**src/rtl/cpu_pkg.sv**
```systemverilog
// -----------------------------------------------------------------------------
// cpu_pkg
// Shared definitions for the 16-bit CPU instruction format: opcode enum,
// field bit positions, immediate/target limits and the encoder FSM states.
// Used by the instruction encoder and intended for the main decoder as well,
// so both sides agree on one opcode encoding.
// -----------------------------------------------------------------------------
package cpu_pkg;

  typedef enum logic [2:0] {
    OP_RTYPE = 3'b000,
    OP_LW    = 3'b001,
    OP_SW    = 3'b010,
    OP_ADDI  = 3'b011,
    OP_RSVD  = 3'b100,
    OP_BEQ   = 3'b101,
    OP_J     = 3'b110,
    OP_JAL   = 3'b111
  } opcode_e;

  // Field bit positions inside the 16-bit word.
  localparam int OP_MSB    = 15;
  localparam int OP_LSB    = 13;
  localparam int RS_MSB    = 12;
  localparam int RS_LSB    = 10;
  localparam int RT_MSB    = 9;
  localparam int RT_LSB    = 7;
  localparam int RD_MSB    = 6;
  localparam int RD_LSB    = 4;
  localparam int FUNCT_MSB = 3;
  localparam int FUNCT_LSB = 0;
  localparam int IMM_MSB   = 6;
  localparam int IMM_LSB   = 0;

  localparam int IMM_W    = 7;
  localparam int IMM_MIN  = -64;
  localparam int IMM_MAX  = 63;
  localparam int TARGET_W = 13;

  typedef enum logic [1:0] {
    ST_IDLE = 2'd0,
    ST_RUN  = 2'd1,
    ST_DONE = 2'd2
  } enc_state_e;

  // One field-level instruction request as presented by the front end.
  typedef struct packed {
    logic [2:0]  op;
    logic [2:0]  rs;
    logic [2:0]  rt;
    logic [2:0]  rd;
    logic [3:0]  funct;
    logic [15:0] imm;
    logic [15:0] target;
  } instr_req_t;

  // A 16-bit two's complement value lies in IMM_MIN..IMM_MAX exactly when
  // bits [15:IMM_W-1] are all copies of the sign bit.
  function automatic logic imm_fits(input logic [15:0] imm);
    return (imm[15:IMM_W-1] == '0) || (imm[15:IMM_W-1] == '1);
  endfunction

  // Jump targets are unsigned and must fit in TARGET_W bits.
  function automatic logic target_fits(input logic [15:0] target);
    return target[15:TARGET_W] == '0;
  endfunction

endpackage

```
**src/rtl/instr_encoder_if.sv**
```systemverilog
// -----------------------------------------------------------------------------
// instr_encoder_if
// Bundles the request handshake (valid/ready plus instruction fields) and the
// instruction-memory write port of the encoder.
//   master : request producer / memory observer (front end, bench)
//   slave  : the encoder (consumes requests, drives the write port)
// Parameters: N = word width, AW = write address width.
// -----------------------------------------------------------------------------
interface instr_encoder_if #(
  parameter int N  = 16,
  parameter int AW = 6
);
  logic          in_valid;
  logic          in_ready;
  logic [2:0]    in_op;
  logic [2:0]    in_rs;
  logic [2:0]    in_rt;
  logic [2:0]    in_rd;
  logic [3:0]    in_funct;
  logic [15:0]   in_imm;
  logic [15:0]   in_target;

  logic          imem_we;
  logic [AW-1:0] imem_addr;
  logic [N-1:0]  imem_wdata;

  modport master (
    output in_valid, in_op, in_rs, in_rt, in_rd, in_funct, in_imm, in_target,
    input  in_ready, imem_we, imem_addr, imem_wdata
  );

  modport slave (
    input  in_valid, in_op, in_rs, in_rt, in_rd, in_funct, in_imm, in_target,
    output in_ready, imem_we, imem_addr, imem_wdata
  );
endinterface

```
**src/rtl/instr_pack.sv**
```systemverilog
// -----------------------------------------------------------------------------
// instr_pack
// Purely combinational packer: turns one field-level request into a 16-bit
// machine word and flags whether the request is legal.
//   req   in   instruction fields (op, rs, rt, rd, funct, imm, target)
//   word  out  packed machine word (0 when the request is illegal)
//   legal out  1 when the opcode is defined and its operands are in range
// Fields not used by the opcode are ignored and never cause rejection.
// -----------------------------------------------------------------------------
module instr_pack
  import cpu_pkg::*;
(
  input  instr_req_t  req,
  output logic [15:0] word,
  output logic        legal
);

  always_comb begin
    // NOTE: every output gets a default before the case so no path leaves it
    // unassigned; otherwise synthesis would infer a latch.
    word  = '0;
    legal = 1'b0;

    case (opcode_e'(req.op))
      OP_RTYPE: begin
        word[OP_MSB:OP_LSB]       = req.op;
        word[RS_MSB:RS_LSB]       = req.rs;
        word[RT_MSB:RT_LSB]       = req.rt;
        word[RD_MSB:RD_LSB]       = req.rd;
        word[FUNCT_MSB:FUNCT_LSB] = req.funct;
        legal                     = 1'b1;
      end

      OP_LW, OP_SW, OP_ADDI, OP_BEQ: begin
        legal = imm_fits(req.imm);
        if (legal) begin
          word[OP_MSB:OP_LSB]   = req.op;
          word[RS_MSB:RS_LSB]   = req.rs;
          word[RT_MSB:RT_LSB]   = req.rt;
          word[IMM_MSB:IMM_LSB] = req.imm[IMM_W-1:0];
        end
      end

      OP_J, OP_JAL: begin
        legal = target_fits(req.target);
        if (legal) begin
          word[OP_MSB:OP_LSB]     = req.op;
          word[TARGET_W-1:0]      = req.target[TARGET_W-1:0];
        end
      end

      OP_RSVD: begin
        legal = 1'b0;
      end
    endcase
  end

endmodule

```
**src/rtl/instr_encoder.sv**
```systemverilog
// -----------------------------------------------------------------------------
// instr_encoder
// Sequential instruction encoder and instruction-memory loader. Accepts
// field-level requests over valid/ready while a load is running, packs each
// into a 16-bit word and writes it to consecutive instruction-memory
// addresses starting at 0, one cycle after acceptance.
//   clk        in   clock, rising edge
//   reset      in   synchronous, active-high reset
//   start      in   pulse: begin (or restart) a load at address 0
//   finish     in   pulse: end the load early (ignored outside a load)
//   bus        slave modport: request handshake + memory write port
//   busy       out  load in progress
//   done       out  load complete, held until next start or reset
//   err_count  out  rejected requests in this load, saturating at 255
// -----------------------------------------------------------------------------
module instr_encoder
  import cpu_pkg::*;
#(
  parameter int n     = 16,
  parameter int DEPTH = 64,
  parameter int AW    = $clog2(DEPTH)
) (
  input  logic                 clk,
  input  logic                 reset,
  input  logic                 start,
  input  logic                 finish,
  instr_encoder_if.slave       bus,
  output logic                 busy,
  output logic                 done,
  output logic [7:0]           err_count
);

  enc_state_e    state, state_next;
  logic [AW-1:0] wr_ptr;
  instr_req_t    req;
  logic [15:0]   word;
  logic          legal;
  logic          accept;
  logic          write_last;

  assign req = '{op:     bus.in_op,
                 rs:     bus.in_rs,
                 rt:     bus.in_rt,
                 rd:     bus.in_rd,
                 funct:  bus.in_funct,
                 imm:    bus.in_imm,
                 target: bus.in_target};

  instr_pack u_pack (
    .req   (req),
    .word  (word),
    .legal (legal)
  );

  assign bus.in_ready = (state == ST_RUN);
  assign busy         = (state == ST_RUN);
  assign done         = (state == ST_DONE);

  assign accept     = bus.in_valid && bus.in_ready;
  // The word that fills the last location ends the load, so the pointer
  // never needs to wrap.
  assign write_last = accept && legal && (wr_ptr == AW'(DEPTH - 1));

  // ---------------------------------------------------------------------------
  // FSM
  // ---------------------------------------------------------------------------
  always_ff @(posedge clk) begin
    // NOTE: sequential state uses non-blocking assignments so every register
    // samples the pre-edge values regardless of statement order.
    if (reset) state <= ST_IDLE;
    else       state <= state_next;
  end

  always_comb begin
    state_next = state;
    case (state)
      ST_IDLE: if (start) state_next = ST_RUN;
      ST_RUN: begin
        // start beats finish; a request arriving with finish is still written.
        if (start)                     state_next = ST_RUN;
        else if (finish || write_last) state_next = ST_DONE;
      end
      ST_DONE: if (start) state_next = ST_RUN;
      default: state_next = ST_IDLE;
    endcase
  end

  // ---------------------------------------------------------------------------
  // Write port, address counter, error counter
  // ---------------------------------------------------------------------------
  always_ff @(posedge clk) begin
    if (reset) begin
      wr_ptr         <= '0;
      bus.imem_we    <= 1'b0;
      bus.imem_addr  <= '0;
      bus.imem_wdata <= '0;
      err_count      <= '0;
    end else begin
      bus.imem_we <= 1'b0;
      if (start) begin
        // A request accepted alongside a restart is dropped.
        wr_ptr    <= '0;
        err_count <= '0;
      end else if (accept) begin
        if (legal) begin
          bus.imem_we    <= 1'b1;
          bus.imem_addr  <= wr_ptr;
          bus.imem_wdata <= n'(word);
          wr_ptr         <= wr_ptr + 1'b1;
        end else if (err_count != 8'hFF) begin
          err_count <= err_count + 8'd1;
        end
      end
    end
  end

endmodule
```
**src/flat_wrapper.sv**
```systemverilog
// flat-port wrapper written by rule: the top's interface ports become plain ports
module instr_encoder_flat import cpu_pkg::*;
#(
  parameter int n     = 16,
  parameter int DEPTH = 64,
  parameter int AW    = $clog2(DEPTH)
)
  (clk, reset, start, finish, busy, done, err_count, bus_in_valid, bus_in_op, bus_in_rs, bus_in_rt, bus_in_rd, bus_in_funct, bus_in_imm, bus_in_target, bus_in_ready, bus_imem_we, bus_imem_addr, bus_imem_wdata);
  instr_encoder_if #(.AW(AW)) bus_i ();
  input  logic clk;
  input  logic reset;
  input  logic start;
  input  logic finish;
  output logic busy;
  output logic done;
  output logic [7:0] err_count;
  input wire logic [$bits(bus_i.in_valid)-1:0] bus_in_valid;
  input wire logic [$bits(bus_i.in_op)-1:0] bus_in_op;
  input wire logic [$bits(bus_i.in_rs)-1:0] bus_in_rs;
  input wire logic [$bits(bus_i.in_rt)-1:0] bus_in_rt;
  input wire logic [$bits(bus_i.in_rd)-1:0] bus_in_rd;
  input wire logic [$bits(bus_i.in_funct)-1:0] bus_in_funct;
  input wire logic [$bits(bus_i.in_imm)-1:0] bus_in_imm;
  input wire logic [$bits(bus_i.in_target)-1:0] bus_in_target;
  output wire logic [$bits(bus_i.in_ready)-1:0] bus_in_ready;
  output wire logic [$bits(bus_i.imem_we)-1:0] bus_imem_we;
  output wire logic [$bits(bus_i.imem_addr)-1:0] bus_imem_addr;
  output wire logic [$bits(bus_i.imem_wdata)-1:0] bus_imem_wdata;
  assign bus_i.in_valid = bus_in_valid;
  assign bus_i.in_op = bus_in_op;
  assign bus_i.in_rs = bus_in_rs;
  assign bus_i.in_rt = bus_in_rt;
  assign bus_i.in_rd = bus_in_rd;
  assign bus_i.in_funct = bus_in_funct;
  assign bus_i.in_imm = bus_in_imm;
  assign bus_i.in_target = bus_in_target;
  assign bus_in_ready = bus_i.in_ready;
  assign bus_imem_we = bus_i.imem_we;
  assign bus_imem_addr = bus_i.imem_addr;
  assign bus_imem_wdata = bus_i.imem_wdata;
  instr_encoder #(.n(n), .DEPTH(DEPTH), .AW(AW)) u_core (.clk(clk), .reset(reset), .start(start), .finish(finish), .bus(bus_i), .busy(busy), .done(done), .err_count(err_count));
endmodule
```
**config.mk**
```make
export PLATFORM = sky130hd
export DESIGN_NAME = instr_encoder_flat
export DESIGN_NICKNAME = d
export VERILOG_FILES = /design/src/rtl/cpu_pkg.sv /design/src/rtl/instr_encoder_if.sv /design/src/rtl/instr_pack.sv /design/src/rtl/instr_encoder.sv /design/src/flat_wrapper.sv
export SDC_FILE = /design/constraint.sdc
export NUM_CORES = 1
export LEC_CHECK = 0
export CORE_ASPECT_RATIO = 1.75
export CORE_MARGIN = 3
export CORE_UTILIZATION = 39
export DETAILED_ROUTE_END_ITERATION = 16
export GPL_TIMING_DRIVEN = 0
export PLACE_DENSITY = 0.76
export SETUP_SLACK_MARGIN = 0.1
export SLEW_MARGIN = 25
export SYNTH_ARGS = -nofsm -noshare
export SYNTH_HDL_FRONTEND = slang
export SYNTH_SLANG_ARGS = --single-unit
```
**constraint.sdc**
```tcl
create_clock -name clk -period 2 [get_ports clk]
set_input_delay 0.3 -clock clk [delete_from_list [all_inputs] [get_ports clk]]
set_output_delay 0.3 -clock clk [all_outputs]
set_load 0.02 [all_outputs]
```
# After elaboration in Yosys (flattened, before gate mapping)
# Cells that the tools add are included.
# W data, S select, Z words.
# word_totals
output_inout_bits,34
in_bits,53
register_bits,39
elab_cells,52
# op_classes
mux,9
n_bitwise,3
n_eq_ne,14
n_reduce_logical,18
add_sub_neg,2
# ops
cell,count
$pmux W16 S3,1
$mux W16,2
$eq A3 B3 Y1 const B,4
$eq A10 B10 Y1 const B,1
$logic_not A10 Y1,1
$add A8 B1 Y8 const B,1
$ne A8 B8 Y1 const B,1
$add A6 B1 Y6 const B,1
$eq A3 B2 Y1 const B,2
$eq A6 B6 Y1 const B,1
$logic_not A3 Y1,2
$mux W2,3
$reduce_and A3 Y1,2
$reduce_or A2 Y1,3
$pmux W1 S4,1
$pmux W2 S2,1
$reduce_and A2 Y1,2
$reduce_or A4 Y1,1
$eq A3 B1 Y1 const B,1
$logic_and A1 B1 Y1,3
$ne A3 B3 Y1 const B,1
$not A1 Y1,3
$reduce_or A3 Y1,1
$eq A2 B1 Y1 const B,1
other kinds (5),6

# Depth between registers and ports, before layout
# logic_depth
depth_word,9
ltp_mapped,8
mapped_depth_nobuf,6

# Hierarchy
# From an unflattened synthesis, not the netlist that was laid out.
# unflattened
hier_cells,249
hier_area_um2,1958.1
# modules_own_cells
mod,cells_per_inst,area_per_inst_um2,instances
instr_encoder,186,1555.2,1
instr_pack,63,402.9,1

# Worst setup path before layout
# OpenSTA, ideal clock, no wires.
# synth_path
path_type,register to register
start,register u_core.err_count[0]
end,register u_core.err_count[7]
path_stages_with_launch,7
setup_time_ns,0.070
n_path_buf,0
path_slack_ns,0.041
arrival_time_ns,1.889
cell_sequence,dfxtp_1 ha_1 nand3_1 o21ai_4 or4_4 or4_1 a21oi_1
# synth_between
elab_chain_len,2
word_cells_on_any_way,3
# synth_lines
item,line,rtl
"start, declared",instr_encoder.sv:30,output logic [7:0] err_count
"start signal, assigned",instr_encoder.sv:111,err_count <= err_count + 8'd1;
"parallel branches: the longest is 2 deep, another holds $add A8 B1 Y8",--,
# Several ways; the timed one is not identified.
# A chain may end at the register's enable or synchronous reset.

# Worst setup path in the final report
# layout_path
start,register u_core.state[1]
end,output port bus_in_ready
# layout_between
elab_chain_len,1
# layout_lines
item,line,rtl
"start, declared",instr_encoder.sv:33,"enc_state_e state, state_next;"
"start signal, assigned",instr_encoder.sv:71,else state <= state_next;
$eq A2 B1 Y1,instr_encoder.sv:55,assign bus.in_ready = (state == ST_RUN);
"end, declared",flat_wrapper.sv:25,output wire logic [$bits(bus_i.in_ready)-1:0] bus_in_ready;
# Every way passes these cells.

==> flow_summary_export.csv <==
group,metric,value,unit
final_layout,final_core_util,65.5,%
logic_synthesis,ys_ff_latch,39,
sta,finalSetupTns,0,ps
worst_setup_path,timing.critical_path.required,1700,ps
worst_setup_path,path_cells,"buf_4 -> and2b_2 -> clkdlybuf4s50_1",
worst_hold_path,timing.hold.worst.class,"input port to register",
grt,number_of_antenna_violations_at_the_first_check_in_global_routing,1,
sta,worstMarginPinSlew,559,ps
sta,timing_hold_violations_final,0,
detailed_routing,drt-pass1-iter-count,6,
grt,grt_remaining_overflow,0,
worst_setup_path,crit_type,"register to primary output",
logic_synthesis,synth_most_common_cell,"sky130_fd_sc_hd__dfxtp_1",
grt,first_global_vias,2409,
logic_synthesis,ys.flop_type,"sky130_fd_sc_hd__dfxtp_1",
clock_tree,total_cts_buffers,5,
sta,finalClockSkew,7.71,ps
worst_setup_path,timing.critical_path.buf_inv,2,
floorplanning,floorplan.io_pins,87,
logic_synthesis,netlist_top_cells_area,"sky130_fd_sc_hd__dfxtp_1, sky130_fd_sc_hd__a21oi_1, sky130_fd_sc_hd__mux2i_1",
detailed_routing,drt_wl_total,7.27,mm
logic_synthesis,ys_top_cells_by_count,"sky130_fd_sc_hd__dfxtp_1, sky130_fd_sc_hd__nand2_1, sky130_fd_sc_hd__a21oi_1, sky130_fd_sc_hd__nor2_1, sky130_fd_sc_hd__clkbuf_1",
placement,place.detailed.hpwl,5.27,mm
sta,rsz0062_at_grt,"true",
worst_setup_path,timing.critical_path.slowest_cell_delay,610,ps
worst_setup_path,critical_path.startpoint_type,"register",
clock_tree,cts.reportedPaths.clkPinSlew,80,ps
final_layout,finish.instance_area,3470,um2
floorplanning,die_w,62.3,um
detailed_routing,detail_route.vias_per_cell,5.62,
logic_synthesis,synthArstFlopShare,0,%
floorplanning,initial_utilization,40.8,%
placement,numPortBuffers,85,
logic_synthesis,post_synth_instance_area,2160,um2
worst_setup_path,critPathTopFamily,"buffers and inverters",
grt,grtUsageTotal,21.8,%
logic_synthesis,synth_area_per_cell,8.03,um2
logic_synthesis,postSynthNetCount,324,
clock_tree,cts_tree,"done",
worst_setup_path,crit_fanout,5,
sta,max_clock_freq,519,MHz
floorplanning,floorplan.die_area,6500,um2
run,max-cap-violations,0,
logic_synthesis,ys_seq_area_share,36.1,%
logic_synthesis,synth.largest_area_cell,"sky130_fd_sc_hd__dfxtp_1",
detailed_routing,first_iter_violations,128,
worst_setup_path,critPathArrivalTime,1630,ps
clock_tree,htree_levels,2,
clock_tree,clkSinkCount,39,
grt,global_route_wire_length_before_repair,11.4,mm
final_layout,fin_nets,429,
placement,placement.cell_area,3110,um2
sta,final-setup-viol-count,0,
sta,min_period,1930,ps
worst_setup_path,timing.critical_path.to_type,"primary output",
final_layout,final_layout_size_suffix_gt1_share,17.6,%
power_and_ir_drop,finalPower,1.60,mW
detailed_routing,dr_total_vias,2530,
logic_synthesis,yosysWarnings,0,
floorplanning,floorplan.rows,35,
sta,worst_slew_margin_rel,62.8,%
power_and_ir_drop,power-per-cell-area,460,nW/um2
sta,final_min_period_over_clock_period,96.3,%
status,outcome,"completed",
sta,maxSlewViolCount,0,
grt,grt_max_degree,14,
logic_synthesis,synthCells,269,
clock_tree,clock_insertion_delay_at_the_later_pin_of_the_skew_report,300,ps
floorplanning,fp.dieH,104,um
detailed_routing,avgRoutedWirePerCell,16.2,um
clock_tree,post_cts_hold_buffer_count,0,
worst_setup_path,cpMaxStageDelayCell,"sky130_fd_sc_hd__clkdlybuf4s50_1",
floorplanning,core-area,5300,um2
final_layout,area_growth_syn_to_layout,60.6,%
power_and_ir_drop,p_leak,1.24,nW
detailed_routing,post-route-drc-count,0,
final_layout,final.fill_count,481,
detailed_routing,drtAntennaViolNets,0,
clock_tree,cts_root_buf,"sky130_fd_sc_hd__clkbuf_8",
logic_synthesis,synthDistinctLibCells,47,
power_and_ir_drop,ir_drop,541,uV
clock_tree,clock_path_buffers,2,
placement,gp_congestion,0.872,
logic_synthesis,synth_largest_type_area_fraction,36.1,%
logic_synthesis,synth_edf_count,0,
-- cell families (layout without fill, tap and decap cells) --
family	Yosys count	count (layout)	synth area share, %
multiplexers	13	13	6.02
buffers and inverters	31	137	6.37
AND/OR/NAND/NOR	99	99	23.5
flip-flops	39	39	36.1
AO/OA/AOI/OAI	85	85	26.9
other	0	1	0
adder cells (fa/ha/maj)	2	2	1.16
-- per-layer routing --
layer	track usage, %	vias up	share of wire, %
met5	0	-	0
met1	23.8	1193	38
met2	39.7	98	54
li1	-	1224	-
met3	3.68	15	4.6
met4	10.7	0	3.2
-- repair_timing --
item                       in CTS  in global routing
setup buffers                   5                  7
pin swaps                       7                 11
setup endpoints to repair      40                 35
cloned                          1                  0
gates resized for setup        41                 24
-- stage by stage --
step / hold WS [ps] / std cells / setup slack, ps
final: 441 / 450 / 74.0
after detailed placement: 448 / 428 / -640
after floorplan: 457 / 269 / 135
after global placement: 449 / 428 / -548
after CTS: 445 / 442 / 99.9
after global routing: 484 / 450 / 35.9
-- report_power, final --
group / internal, mW / switching [mW]
registers: 0.781 / 0.00526
logic: 0.144 / 0.118
clock network: 0.243 / 0.306
-- sequential cells by signal (all words and copies together) (netlist names) --
| register | count |
|---|---|
| u_core.bus.imem_addr | 6 |
| u_core.bus.imem_wdata | 16 |
| u_core.bus.imem_we | 1 |
| u_core.err_count | 8 |
| u_core.state | 2 |
| u_core.wr_ptr | 6 |
-- final cells by class --
class	count	area (um2)	share of cell area, %
Multi-Input combinational cell	199	1350	38.8
Clock inverter	3	20.0	0.577
Timing Repair Buffer	98	965	27.8
Clock buffer	5	68.8	1.98
Antenna cell	1	2.50	0.0721
Buffer	23	156	4.51
Inverter	8	30.0	0.865
Tap cell	74	92.6	2.67
Sequential cell	39	788	22.7
-- worst register-to-register path, delay by kind of cell, from the launching register on --
kind / cells / cell delay, ps
AOI/OAI and AO/OA: 2 / 210
buffers and inverters: 1 / 110
DFF: 1 / 350
and+or+nand+nor: 3 / 1160
-- cell usage in the layout, fill, tap and decap left out, types with 3 or more instances in the layout --
cell type and count:
sky130_fd_sc_hd__a21o_1 6, sky130_fd_sc_hd__a21oi_1 23, sky130_fd_sc_hd__a21oi_2 5, sky130_fd_sc_hd__a221oi_1 7
sky130_fd_sc_hd__a222oi_1 6, sky130_fd_sc_hd__buf_4 15, sky130_fd_sc_hd__buf_6 4, sky130_fd_sc_hd__clkbuf_1 6
sky130_fd_sc_hd__clkbuf_2 5, sky130_fd_sc_hd__clkbuf_8 6, sky130_fd_sc_hd__clkdlybuf4s50_1 70, sky130_fd_sc_hd__dfxtp_1 35
sky130_fd_sc_hd__dfxtp_2 3, sky130_fd_sc_hd__dlygate4sd2_1 10, sky130_fd_sc_hd__dlymetal6s2s_1 5, sky130_fd_sc_hd__inv_1 8
sky130_fd_sc_hd__mux2i_1 13, sky130_fd_sc_hd__nand2_1 31, sky130_fd_sc_hd__nand3_1 6, sky130_fd_sc_hd__nand4_1 7
sky130_fd_sc_hd__nor2_1 21, sky130_fd_sc_hd__o2111ai_1 4, sky130_fd_sc_hd__o21ai_0 10, sky130_fd_sc_hd__o31ai_1 12
sky130_fd_sc_hd__or3_1 7, sky130_fd_sc_hd__or4_1 3, sky130_fd_sc_hd__or4_4 3
-- final timing paths --
kind              slack (ps)  cells past startpoint                        to               startpoint
setup / recovery          70                      3              bus_in_ready          u_core.state[1]
hold / removal           440                      3  u_core.bus.imem_wdata[6]            bus_in_imm[6]
setup reg to reg         100                      6       u_core.err_count[5]          u_core.state[1]
hold reg to reg          460                      2   u_core.bus.imem_addr[0]  u_core.bus.imem_addr[0]
No activity file was read; power rests on OpenSTA's default activity.
